**config.mk**
```make
export PLATFORM = sky130hd
export DESIGN_NAME = uart_bus_ctrl_flat
export DESIGN_NICKNAME = d
export VERILOG_FILES = /design/src/rtl/uart_bus_ctrl_pkg.sv /design/src/rtl/uart_bus_ctrl_if.sv /design/src/rtl/uart_bus_ctrl_tx_seq.sv /design/src/rtl/uart_bus_ctrl.sv /design/src/flat_wrapper.sv
export SDC_FILE = /design/constraint.sdc
export NUM_CORES = 1
export LEC_CHECK = 0
export ABC_AREA = 1
export BUFFER_PORTS_ARGS = -buffer_cell sky130_fd_sc_hd__clkbuf_2
export CAP_MARGIN = 20
export CORE_AREA = 2 2 93 104
export DETAILED_ROUTE_END_ITERATION = 6
export DIE_AREA = 0 0 95 106
export GPL_TIMING_DRIVEN = 0
export PLACE_DENSITY = 0.71
export SYNTH_ARGS = -nofsm -noshare
export SYNTH_HDL_FRONTEND = slang
export SYNTH_SLANG_ARGS = --single-unit
```
**constraint.sdc**
```tcl
create_clock -name clk_cmt -period 2.87 [get_ports clk_cmt]
set_clock_uncertainty 0.2 [all_clocks]
set_input_delay 0.574 -clock clk_cmt [delete_from_list [all_inputs] [get_ports clk_cmt]]
set_output_delay 0.574 -clock clk_cmt [all_outputs]
set_load 0.005 [all_outputs]
```
**src/rtl/uart_bus_ctrl_pkg.sv**
```systemverilog
// Shared types and constants for the UART-to-bus command sequencer.
package uart_bus_ctrl_pkg;

  // Frame parser / transaction sequencer states.
  typedef enum logic [2:0] {
    ST_IDLE,
    ST_A_H,
    ST_A_L,
    ST_D_H,
    ST_D_L,
    ST_BUS,
    ST_TX
  } state_t;

  // Transmit handshake states of the response sender.
  typedef enum logic [1:0] {
    TX_IDLE,
    TX_SEND,
    TX_WAIT_RISE,
    TX_WAIT_FALL
  } tx_state_t;

  // Default opcode bytes that open a host frame.
  localparam logic [7:0] OPC_WR = 8'h80;
  localparam logic [7:0] OPC_RD = 8'h40;

  // Response bytes: write completed / bus acknowledge timed out.
  localparam logic [7:0] RSP_OK = 8'hAA;
  localparam logic [7:0] RSP_TO = 8'hEE;

endpackage

```
**src/rtl/uart_bus_ctrl_if.sv**
```systemverilog
// Strobe/ack bus between the command sequencer (master) and the IO hub (slave).
interface uart_bus_ctrl_if;
  logic        stb_o;
  logic        we_o;
  logic [15:0] addr_o;
  logic [15:0] dat_o;
  logic        ack_i;
  logic [15:0] dat_i;

  modport master (output stb_o, we_o, addr_o, dat_o, input ack_i, dat_i);
  modport slave  (input stb_o, we_o, addr_o, dat_o, output ack_i, dat_i);
endinterface

```
**src/rtl/uart_bus_ctrl_tx_seq.sv**
```systemverilog
// Sends a one- or two-byte response through the UART transmitter, waiting for
// each byte's is_transmitting rise and fall before launching the next one.
module uart_tx_seq
  import uart_bus_ctrl_pkg::*;
(
  input  logic       clk_cmt,
  input  logic       rst,
  input  logic       start,
  input  logic       two_bytes,
  input  logic [7:0] byte0,
  input  logic [7:0] byte1,
  input  logic       is_transmitting,
  output logic       transmit,
  output logic [7:0] tx_byte,
  output logic       done
);

  tx_state_t  st_q, st_d;
  logic       more_q, more_d;
  logic       transmit_q, transmit_d;
  logic [7:0] tx_byte_q, tx_byte_d;
  logic [7:0] cur_q, cur_d;
  logic [7:0] nxt_q, nxt_d;

  // Next-state and output decode of the transmit handshake.
  always_comb begin
    st_d       = st_q;
    more_d     = more_q;
    transmit_d = 1'b0;
    tx_byte_d  = tx_byte_q;
    cur_d      = cur_q;
    nxt_d      = nxt_q;
    done       = 1'b0;
    case (st_q)
      TX_IDLE: begin
        if (start) begin
          cur_d  = byte0;
          nxt_d  = byte1;
          more_d = two_bytes;
          st_d   = TX_SEND;
        end
      end
      TX_SEND: begin
        if (!is_transmitting) begin
          transmit_d = 1'b1;
          tx_byte_d  = cur_q;
          st_d       = TX_WAIT_RISE;
        end
      end
      TX_WAIT_RISE: begin
        if (is_transmitting) st_d = TX_WAIT_FALL;
      end
      TX_WAIT_FALL: begin
        if (!is_transmitting) begin
          if (more_q) begin
            cur_d  = nxt_q;
            more_d = 1'b0;
            st_d   = TX_SEND;
          end else begin
            done = 1'b1;
            st_d = TX_IDLE;
          end
        end
      end
      default: st_d = TX_IDLE;
    endcase
  end

  // Control and visible outputs; cleared by reset.
  always_ff @(posedge clk_cmt) begin
    if (rst) begin
      st_q       <= TX_IDLE;
      more_q     <= 1'b0;
      transmit_q <= 1'b0;
      tx_byte_q  <= 8'h00;
    end else begin
      st_q       <= st_d;
      more_q     <= more_d;
      transmit_q <= transmit_d;
      tx_byte_q  <= tx_byte_d;
    end
  end

  // Pending response bytes; only read after being loaded on start.
  always_ff @(posedge clk_cmt) begin
    cur_q <= cur_d;
    nxt_q <= nxt_d;
  end

  assign transmit = transmit_q;
  assign tx_byte  = tx_byte_q;

endmodule

```
**src/rtl/uart_bus_ctrl.sv**
```systemverilog
// Parses host frames from the UART into single bus reads/writes, runs the
// strobe/ack handshake with byte and ack timeouts, and reports the result.
module uart_bus_ctrl
  import uart_bus_ctrl_pkg::*;
#(
  parameter int unsigned BYTE_TO = 100000,
  parameter int unsigned ACK_TO  = 255,
  parameter logic [7:0]  OP_WR   = OPC_WR,
  parameter logic [7:0]  OP_RD   = OPC_RD
) (
  input  logic            clk_cmt,
  input  logic            rst,
  input  logic            received,
  input  logic [7:0]      rx_byte,
  input  logic            recv_error,
  input  logic            is_transmitting,
  output logic            transmit,
  output logic [7:0]      tx_byte,
  uart_bus_ctrl_if.master bus,
  output logic            busy,
  output logic [7:0]      err_cnt
);

  localparam int unsigned BT_W = $clog2(BYTE_TO + 1);
  localparam int unsigned AT_W = $clog2(ACK_TO + 1);
  localparam logic [BT_W-1:0] BT_LAST = BT_W'(BYTE_TO - 1);
  localparam logic [AT_W-1:0] AT_LAST = AT_W'(ACK_TO - 1);

  state_t          state_q, state_d;
  logic [BT_W-1:0] byte_tmr_q, byte_tmr_d;
  logic [AT_W-1:0] ack_tmr_q, ack_tmr_d;
  logic            is_wr_q, is_wr_d;
  logic [15:0]     addr_q, addr_d;
  logic [15:0]     dat_q, dat_d;
  logic [7:0]      err_q, err_d;

  logic            tx_start;
  logic            tx_two;
  logic [7:0]      tx_b0;
  logic [7:0]      tx_b1;
  logic            tx_done;

  function automatic logic [7:0] sat_inc(input logic [7:0] v);
    return (v == 8'hFF) ? v : v + 8'd1;
  endfunction

  // Frame parsing, bus handshake and timeout decisions.
  always_comb begin
    state_d    = state_q;
    byte_tmr_d = byte_tmr_q;
    ack_tmr_d  = '0;
    is_wr_d    = is_wr_q;
    addr_d     = addr_q;
    dat_d      = dat_q;
    err_d      = err_q;
    tx_start   = 1'b0;
    tx_two     = 1'b0;
    tx_b0      = RSP_OK;
    tx_b1      = 8'h00;
    case (state_q)
      ST_IDLE: begin
        byte_tmr_d = '0;
        if (recv_error) begin
          err_d = sat_inc(err_q);
        end else if (received && (rx_byte == OP_WR || rx_byte == OP_RD)) begin
          is_wr_d = (rx_byte == OP_WR);
          state_d = ST_A_H;
        end
      end
      ST_A_H, ST_A_L, ST_D_H, ST_D_L: begin
        if (recv_error) begin
          err_d      = sat_inc(err_q);
          byte_tmr_d = '0;
          state_d    = ST_IDLE;
        end else if (received) begin
          byte_tmr_d = '0;
          if (state_q == ST_A_H) begin
            addr_d[15:8] = rx_byte;
            state_d      = ST_A_L;
          end else if (state_q == ST_A_L) begin
            addr_d[7:0] = rx_byte;
            state_d     = is_wr_q ? ST_D_H : ST_BUS;
          end else if (state_q == ST_D_H) begin
            dat_d[15:8] = rx_byte;
            state_d     = ST_D_L;
          end else begin
            dat_d[7:0] = rx_byte;
            state_d    = ST_BUS;
          end
        end else if (byte_tmr_q == BT_LAST) begin
          err_d      = sat_inc(err_q);
          byte_tmr_d = '0;
          state_d    = ST_IDLE;
        end else begin
          byte_tmr_d = byte_tmr_q + BT_W'(1);
        end
      end
      ST_BUS: begin
        if (bus.ack_i) begin
          tx_start = 1'b1;
          state_d  = ST_TX;
          if (!is_wr_q) begin
            tx_two = 1'b1;
            tx_b0  = bus.dat_i[15:8];
            tx_b1  = bus.dat_i[7:0];
          end
        end else if (ack_tmr_q == AT_LAST) begin
          err_d    = sat_inc(err_q);
          tx_start = 1'b1;
          tx_b0    = RSP_TO;
          state_d  = ST_TX;
        end else begin
          ack_tmr_d = ack_tmr_q + AT_W'(1);
        end
      end
      ST_TX: begin
        if (tx_done) state_d = ST_IDLE;
      end
      default: state_d = ST_IDLE;
    endcase
  end

  // Sequencer registers; every output-visible value clears on reset.
  always_ff @(posedge clk_cmt) begin
    if (rst) begin
      state_q    <= ST_IDLE;
      byte_tmr_q <= '0;
      ack_tmr_q  <= '0;
      is_wr_q    <= 1'b0;
      addr_q     <= 16'h0000;
      dat_q      <= 16'h0000;
      err_q      <= 8'h00;
    end else begin
      state_q    <= state_d;
      byte_tmr_q <= byte_tmr_d;
      ack_tmr_q  <= ack_tmr_d;
      is_wr_q    <= is_wr_d;
      addr_q     <= addr_d;
      dat_q      <= dat_d;
      err_q      <= err_d;
    end
  end

  uart_tx_seq u_tx_seq (
    .clk_cmt         (clk_cmt),
    .rst             (rst),
    .start           (tx_start),
    .two_bytes       (tx_two),
    .byte0           (tx_b0),
    .byte1           (tx_b1),
    .is_transmitting (is_transmitting),
    .transmit        (transmit),
    .tx_byte         (tx_byte),
    .done            (tx_done)
  );

  assign bus.stb_o  = (state_q == ST_BUS);
  assign bus.we_o   = is_wr_q;
  assign bus.addr_o = addr_q;
  assign bus.dat_o  = dat_q;
  assign busy       = (state_q != ST_IDLE);
  assign err_cnt    = err_q;

endmodule
```
**src/flat_wrapper.sv**
```systemverilog
// flat-port wrapper written by rule: the top's interface ports become plain ports
module uart_bus_ctrl_flat import uart_bus_ctrl_pkg::*;
#(
  parameter int unsigned BYTE_TO = 100000,
  parameter int unsigned ACK_TO  = 255,
  parameter logic [7:0]  OP_WR   = OPC_WR,
  parameter logic [7:0]  OP_RD   = OPC_RD
)
  (clk_cmt, rst, received, rx_byte, recv_error, is_transmitting, transmit, tx_byte, busy, err_cnt, bus_stb_o, bus_we_o, bus_addr_o, bus_dat_o, bus_ack_i, bus_dat_i);
  uart_bus_ctrl_if bus_i ();
  input  logic clk_cmt;
  input  logic rst;
  input  logic received;
  input  logic [7:0] rx_byte;
  input  logic recv_error;
  input  logic is_transmitting;
  output logic transmit;
  output logic [7:0] tx_byte;
  output logic busy;
  output logic [7:0] err_cnt;
  output wire logic [$bits(bus_i.stb_o)-1:0] bus_stb_o;
  output wire logic [$bits(bus_i.we_o)-1:0] bus_we_o;
  output wire logic [$bits(bus_i.addr_o)-1:0] bus_addr_o;
  output wire logic [$bits(bus_i.dat_o)-1:0] bus_dat_o;
  input wire logic [$bits(bus_i.ack_i)-1:0] bus_ack_i;
  input wire logic [$bits(bus_i.dat_i)-1:0] bus_dat_i;
  assign bus_stb_o = bus_i.stb_o;
  assign bus_we_o = bus_i.we_o;
  assign bus_addr_o = bus_i.addr_o;
  assign bus_dat_o = bus_i.dat_o;
  assign bus_i.ack_i = bus_ack_i;
  assign bus_i.dat_i = bus_dat_i;
  uart_bus_ctrl #(.BYTE_TO(BYTE_TO), .ACK_TO(ACK_TO), .OP_WR(OP_WR), .OP_RD(OP_RD)) u_core (.clk_cmt(clk_cmt), .rst(rst), .received(received), .rx_byte(rx_byte), .recv_error(recv_error), .is_transmitting(is_transmitting), .transmit(transmit), .tx_byte(tx_byte), .bus(bus_i), .busy(busy), .err_cnt(err_cnt));
endmodule
```
==> results of run 1 <==
-- layout make-up --
cell class | count | area, um^2
clock inverter | 5 | 60.1
sequential | 97 | 2100
timing repair buffer | 81 | 405
inverter | 67 | 253
clock buffer | 11 | 143
tap | 117 | 146
multi-input combinational | 389 | 1980
fill | 835 | 3980
buffer | 13 | 58.8
-- cells in the mapped netlist, types with 2 or more instances --
cell	count
edfxtp_1	16
nor3_1	8
xnor2_1	2
nand2_2	6
ha_1	9
o21ai_0	52
nand2_1	82
a22o_1	2
nand3_1	19
nand4_1	14
inv_2	3
a21oi_1	41
nor2_4	2
nor3b_1	2
dfxtp_1	81
nand3_2	2
nand3b_1	4
inv_1	62
o22a_1	4
buf_2	5
clkbuf_1	7
xor2_1	13
nor2_1	116
-- stage by stage --
step                power, mW  area, um^2  util [%]  std cells  hold WS (ns)
floorplan                2.13        4390         -        566         0.230
global placement         2.34        4940      54.2        764         0.243
detailed placement       2.37        4940      54.2        764         0.256
CTS                      3.27        5140      56.4        780         0.192
global route             3.44        5140      56.4        780         0.198
finish                   3.25        5140      56.4        780         0.204
-- kinds of logic (layout without fill, tap and decap cells) --
| group | after synthesis | count (layout) | share of synthesized area, % |
|---|---|---|---|
| simple gates | 262 | 262 | 27.0 |
| compound gates | 103 | 103 | 12.4 |
| flops | 97 | 97 | 47.9 |
| buf+inv | 80 | 177 | 7.10 |
| xor+xnor | 15 | 15 | 2.99 |
| fa+ha+maj | 9 | 9 | 2.56 |
-- sequential cells by signal (all words and copies together), names as in the netlist --
| signal | flops |
|---|---|
| u_core.u_tx_seq.cur_q | 8 |
| u_core.u_tx_seq.transmit | 1 |
| u_core.byte_tmr_q | 17 |
| u_core.u_tx_seq.nxt_q | 8 |
| u_core.u_tx_seq.more_q | 1 |
| u_core.bus.we_o | 1 |
| u_core.u_tx_seq.st_q | 2 |
| u_core.bus.dat_o | 16 |
| u_core.err_cnt | 8 |
| u_core.bus.addr_o | 16 |
| u_core.ack_tmr_q | 8 |
| u_core.state_q | 3 |
| u_core.u_tx_seq.tx_byte | 8 |
-- how the worst max path moves through the flow --
stage | from | to | slack, ns | cells past startpoint
after global routing | u_core.state_q[2]$_SDFFE_PP0P_ | u_core.u_tx_seq.cur_q[0]$_DFFE_PP_ | 0.18 | 6
after global placement | u_core.state_q[2]$_SDFFE_PP0P_ | u_core.u_tx_seq.cur_q[1]$_DFFE_PP_ | 0.46 | 6
after floorplan | u_core.state_q[2]$_SDFFE_PP0P_ | u_core.u_tx_seq.cur_q[0]$_DFFE_PP_ | 0.71 | 6
after detailed placement | u_core.state_q[2]$_SDFFE_PP0P_ | u_core.u_tx_seq.cur_q[1]$_DFFE_PP_ | 0.42 | 6
after CTS | u_core.state_q[2]$_SDFFE_PP0P_ | u_core.u_tx_seq.cur_q[3]$_DFFE_PP_ | 0.41 | 6
final | u_core.state_q[2]$_SDFFE_PP0P_ | u_core.u_tx_seq.cur_q[0]$_DFFE_PP_ | 0.40 | 6
-- power groups by stage --
stage / logic, mW / clock network, mW / registers, mW
2_1_floorplan: 0.520 / 0 / 1.61
3_3_place_gp: 0.723 / 0 / 1.62
3_5_place_dp: 0.748 / 0 / 1.62
4_1_cts: 0.751 / 0.934 / 1.59
5_1_grt: 0.847 / 0.989 / 1.60
6_report: 0.750 / 0.909 / 1.59
-- metal layers --
metal  GRT usage [%]  vias to the layer above
li1                -                     2032
met4            5.49                        0
met1            25.9                     1802
met5               0                        -
met2            32.7                      103
met3            5.74                       12
-- critical path, cell delays in order, from the launching register on --
cell and delay (ns):
dfxtp_1 0.43, inv_2 0.14, nor3_4 0.37, nand2_1 0.13, nand2_1 0.12, o211ai_1 0.15, a21oi_1 0.57
==> impl_metrics.json, run 1 <==
{
  "clk_latency_ns": 0.36,
  "worstSetupStartpointType": "register",
  "synthFlopType": "dfxtp_1",
  "ys_async_sr_fraction_pct": 0,
  "path_clk_slew_ns": 0.09,
  "netlist-cell-type-count": 37,
  "routed-wl-met3_um": 571,
  "sequentialPowerShare_pct": 48.9,
  "clock_sink_count": 97,
  "ys_seq_elements": 97,
  "synth_warnings": 0,
  "hold-path-cell-count": 2,
  "postCtsResizedCells": 0,
  "start_util_pct": 48.1,
  "route.detailed.drc": 0,
  "vias": 3949,
  "max-vdd-ir-drop_mv": 0.285,
  "rsz0062_at_grt": "no",
  "synth_top_area_share_pct": 36.9,
  "cts_root_buffer": "clkbuf_8",
  "status": "finished, final reports clean",
  "cap_violations": 0,
  "grt_start_max_net_pins": 17,
  "worst_pin_slew_ns": 0.668,
  "cts_max_level": 3,
  "initialDrtViolationCount": 196,
  "r2r-start": "u_core.state_q[2]$_SDFFE_PP0P_",
  "gr-usage-all-layers_pct": 20.1,
  "overflow": 0,
  "dr.pass1.iters": 5,
  "syn_inst": 566,
  "final_common_cell": "nor2_1",
  "synth_area_leaders": "dfxtp_1 (37%), edfxtp_1 (11%), nor2_1 (9.9%)",
  "wl_per_cell_um": 12.5,
  "power_frac_clock_pct": 28.0,
  "layout-drive-gt1-share_pct": 18.7,
  "routed_wl_mm": 9.78,
  "setup_ws_ns": 0.403,
  "synth_top_cell_by_area": "dfxtp_1",
  "r2r_cells": 6,
  "hold_buffers": 0,
  "viasPerCell": 5.06,
  "reg2reg_to": "u_core.u_tx_seq.cur_q[0]$_DFFE_PP_",
  "die_area_um2": 10100,
  "die_y_um": 106,
  "cts_buffers": 9,
  "tritoncts": "done",
  "synth.net_count": 605,
  "grt_pass1_vias": 3645,
  "dp_slack_ns": 0.423,
  "holdCritStartpoint": "rst",
  "grt_pass1_wl_mm": 16.2,
  "endpoint_kind": "register",
  "antenna_found_initial": 0,
  "slew_headroom_pct": 55.5,
  "min_to": "u_core.err_cnt[2]$_SDFFE_PP0P_",
  "layout_common_cells": "nor2_1 (116), nand2_1 (82), clkbuf_2 (82)",
  "max_freq_mhz": 405,
  "setup_viol": 0,
  "hold_path.class": "in -> reg",
  "period_minus_slack_ns": 2.47,
  "syn2layout_area_growth_pct": 17.2,
  "routed.top_layer": "met4",
  "gp_congestion": 0.838,
  "synth-edff-count": 16,
  "core_um2": 9120,
  "rrSetupSlack_ns": 0.40,
  "avgSynthCellArea_um2": 7.76,
  "power_frac_comb_pct": 23.1,
  "post-cts-setup-buffers": 0,
  "pin_count": 82,
  "dpl.hpwl_mm": 7.39,
  "met1_length_mm": 4.47,
  "internal-power_mw": 2.20,
  "hold_violations": 0,
  "finalMaxSlewViolations": 0,
  "die_x_um": 95,
  "num_rows": 37,
  "antenna_left": 0,
  "netSwitchingPower_mw": 1.05,
  "cts_buffer_depth": 2,
  "yosysSeqAreaShare_pct": 47.9,
  "nets": 697,
  "worst-path-max-fanout": 9,
  "post-route-period-util_pct": 86.0,
  "power.density_nw_per_um2": 631,
  "setup.worst_path.class": "reg -> reg",
  "syn_area_um2": 4390,
  "p_leak_nw": 2.22,
  "tns_ns": 0,
  "diodes": 0,
  "crit_required_ns": 2.67,
  "switching_share_pct": 32.4,
  "port_buffers": 81,
  "met2_length_mm": 4.62,
  "worst_ep_arrival_time_ns": 2.27
}
(Power assumes the default switching activity.)
==> run 2: changes to the inputs <==
--- a/config.mk
+++ b/config.mk
@@ -6,9 +6,10 @@
 export NUM_CORES = 1
 export LEC_CHECK = 0
 export ABC_AREA = 1
-export BUFFER_PORTS_ARGS = -buffer_cell sky130_fd_sc_hd__clkbuf_2
+export BUFFER_PORTS_ARGS = -buffer_cell sky130_fd_sc_hd__buf_2
 export CAP_MARGIN = 20
 export CORE_AREA = 2 2 93 104
+export CTS_BUF_LIST = sky130_fd_sc_hd__clkbuf_8
 export DETAILED_ROUTE_END_ITERATION = 6
 export DIE_AREA = 0 0 95 106
 export GPL_TIMING_DRIVEN = 0
==> impl_metrics.json, run 2 (synthesis gave the netlist of run 1 again) <==
{
  "max-vdd-ir-drop_mv": 0.344,
  "gr-usage-all-layers_pct": 20.2,
  "cts_buffer_depth": 2,
  "antenna_found_initial": 0,
  "cts_max_level": 3,
  "path_clk_slew_ns": 0.09,
  "grt_start_max_net_pins": 17,
  "layout_common_cells": "nor2_1 (116), buf_2 (86), nand2_1 (82)",
  "syn2layout_area_growth_pct": 17.5,
  "period_minus_slack_ns": 2.42,
  "grt_pass1_vias": 3686,
  "endpoint_kind": "register",
  "diodes": 0,
  "cts_buffers": 9,
  "p_leak_nw": 2.27,
  "setup_ws_ns": 0.447,
  "num-fill-cells": 836,
  "hold_violations": 0,
  "final_core_util_pct": 56.6,
  "crit_slowest_cell": "a21oi_1",
  "postCtsResizedCells": 0,
  "hold_path.class": "in -> reg",
  "crit_top_cell": "nand2_1",
  "grt_pass1_wl_mm": 16.2,
  "start_util_pct": 48.1,
  "regMostFlops": "u_core.byte_tmr_q",
  "setup.worst_path.class": "reg -> reg",
  "die_y_um": 106,
  "port_buffers": 81,
  "worst-path-max-fanout": 9,
  "worstSetupStartpointType": "register",
  "antenna_left": 0,
  "status": "finished, final reports clean",
  "clk_latency_ns": 0.37,
  "hold_buffers": 0,
  "rsz0062_at_grt": "no",
  "worst_ep_arrival_time_ns": 2.23,
  "nets": 697,
  "cpLargestDelayFamily": "compound AO/OA/AOI/OAI gates",
  "die_x_um": 95,
  "dpl.hpwl_mm": 7.37,
  "cts_root_buffer": "clkbuf_8",
  "crit_buf_inv": 1,
  "core_um2": 9120,
  "post-cts-setup-buffers": 0,
  "overflow": 0,
  "setup_viol": 0,
  "layout-drive-gt1-share_pct": 18.4,
  "pin_count": 82,
  "tns_ns": 0,
  "slew_headroom_pct": 54.9,
  "post-route-period-util_pct": 84.4,
  "crit_path_cell_trace": "inv_2, nor3_4, nand2_1, nand2_1, o211ai_1, a21oi_1",
  "routed_wl_mm": 9.96,
  "route.detailed.drc": 0,
  "viasPerCell": 5.09,
  "power.density_nw_per_um2": 642,
  "final_common_cell": "nor2_1",
  "worst_pin_slew_ns": 0.676,
  "wl_per_cell_um": 12.8,
  "initialDrtViolationCount": 225,
  "dp_slack_ns": 0.454,
  "dr.pass1.iters": 7,
  "cpPeakStageDelay_ns": 0.57,
  "num_rows": 37,
  "finalMaxSlewViolations": 0,
  "tritoncts": "done",
  "vias": 3972,
  "crit_required_ns": 2.68,
  "clock_sink_count": 97,
  "gp_congestion": 0.839,
  "largest_reg_flops": 17,
  "max_freq_mhz": 413,
  "die_area_um2": 10100,
  "finalPower_mw": 3.31,
  "cap_violations": 0
}
## run 2: report_power, final
part	switching (mW)	total, mW	internal, mW
clock network	0.481	0.974	0.493
logic	0.497	0.752	0.255
registers	0.0799	1.59	1.51
## run 2: final cells by class
type | instances | area [um^2] | area share, %
sequential | 97 | 2100 | 40.7
multi-input combinational | 389 | 1980 | 38.3
timing repair buffer | 81 | 405 | 7.86
inverter | 67 | 253 | 4.90
tap | 117 | 146 | 2.84
clock buffer | 9 | 124 | 2.40
clock inverter | 7 | 93.8 | 1.82
buffer | 13 | 58.8 | 1.14
## run 2: layer usage
| layer | part of all wire [%] | up-vias | wire length [um] | track usage (%) |
|---|---|---|---|---|
| met5 | 0 | - | 0 | 0 |
| met4 | 1.4 | 0 | 144 | 6.63 |
| met3 | 6.9 | 10 | 692 | 5.53 |
| met2 | 48 | 133 | 4760 | 33.4 |
| met1 | 44 | 1797 | 4360 | 25.5 |
| li1 | - | 2032 | - | - |
## run 2: per-stage QoR
| step | instance area (um^2) | hold slack [ns] | cells |
|---|---|---|---|
| floorplan | 4390 | 0.230 | 566 |
| global placement | 4940 | 0.243 | 764 |
| detailed placement | 4940 | 0.262 | 764 |
| CTS | 5160 | 0.186 | 780 |
| global route | 5160 | 0.200 | 780 |
| finish | 5160 | 0.193 | 780 |
## run 2: worst paths after layout
check	startpoint	slack (ns)	depth (start not counted)	to
max	u_core.state_q[2]$_SDFFE_PP0P_	0.45	6	u_core.u_tx_seq.cur_q[4]$_DFFE_PP_
min	rst	0.19	2	u_core.err_cnt[2]$_SDFFE_PP0P_
max reg2reg	u_core.state_q[2]$_SDFFE_PP0P_	0.45	6	u_core.u_tx_seq.cur_q[4]$_DFFE_PP_
min reg2reg	u_core.ack_tmr_q[0]$_SDFF_PP0_	0.27	1	u_core.ack_tmr_q[0]$_SDFF_PP0_
## run 2: worst register-to-register path, cell delays in order, from the launching register on
cell,delay [ns]
dfxtp_1,0.43
inv_2,0.14
nor3_4,0.36
nand2_1,0.13
nand2_1,0.11
o211ai_1,0.13
a21oi_1,0.57
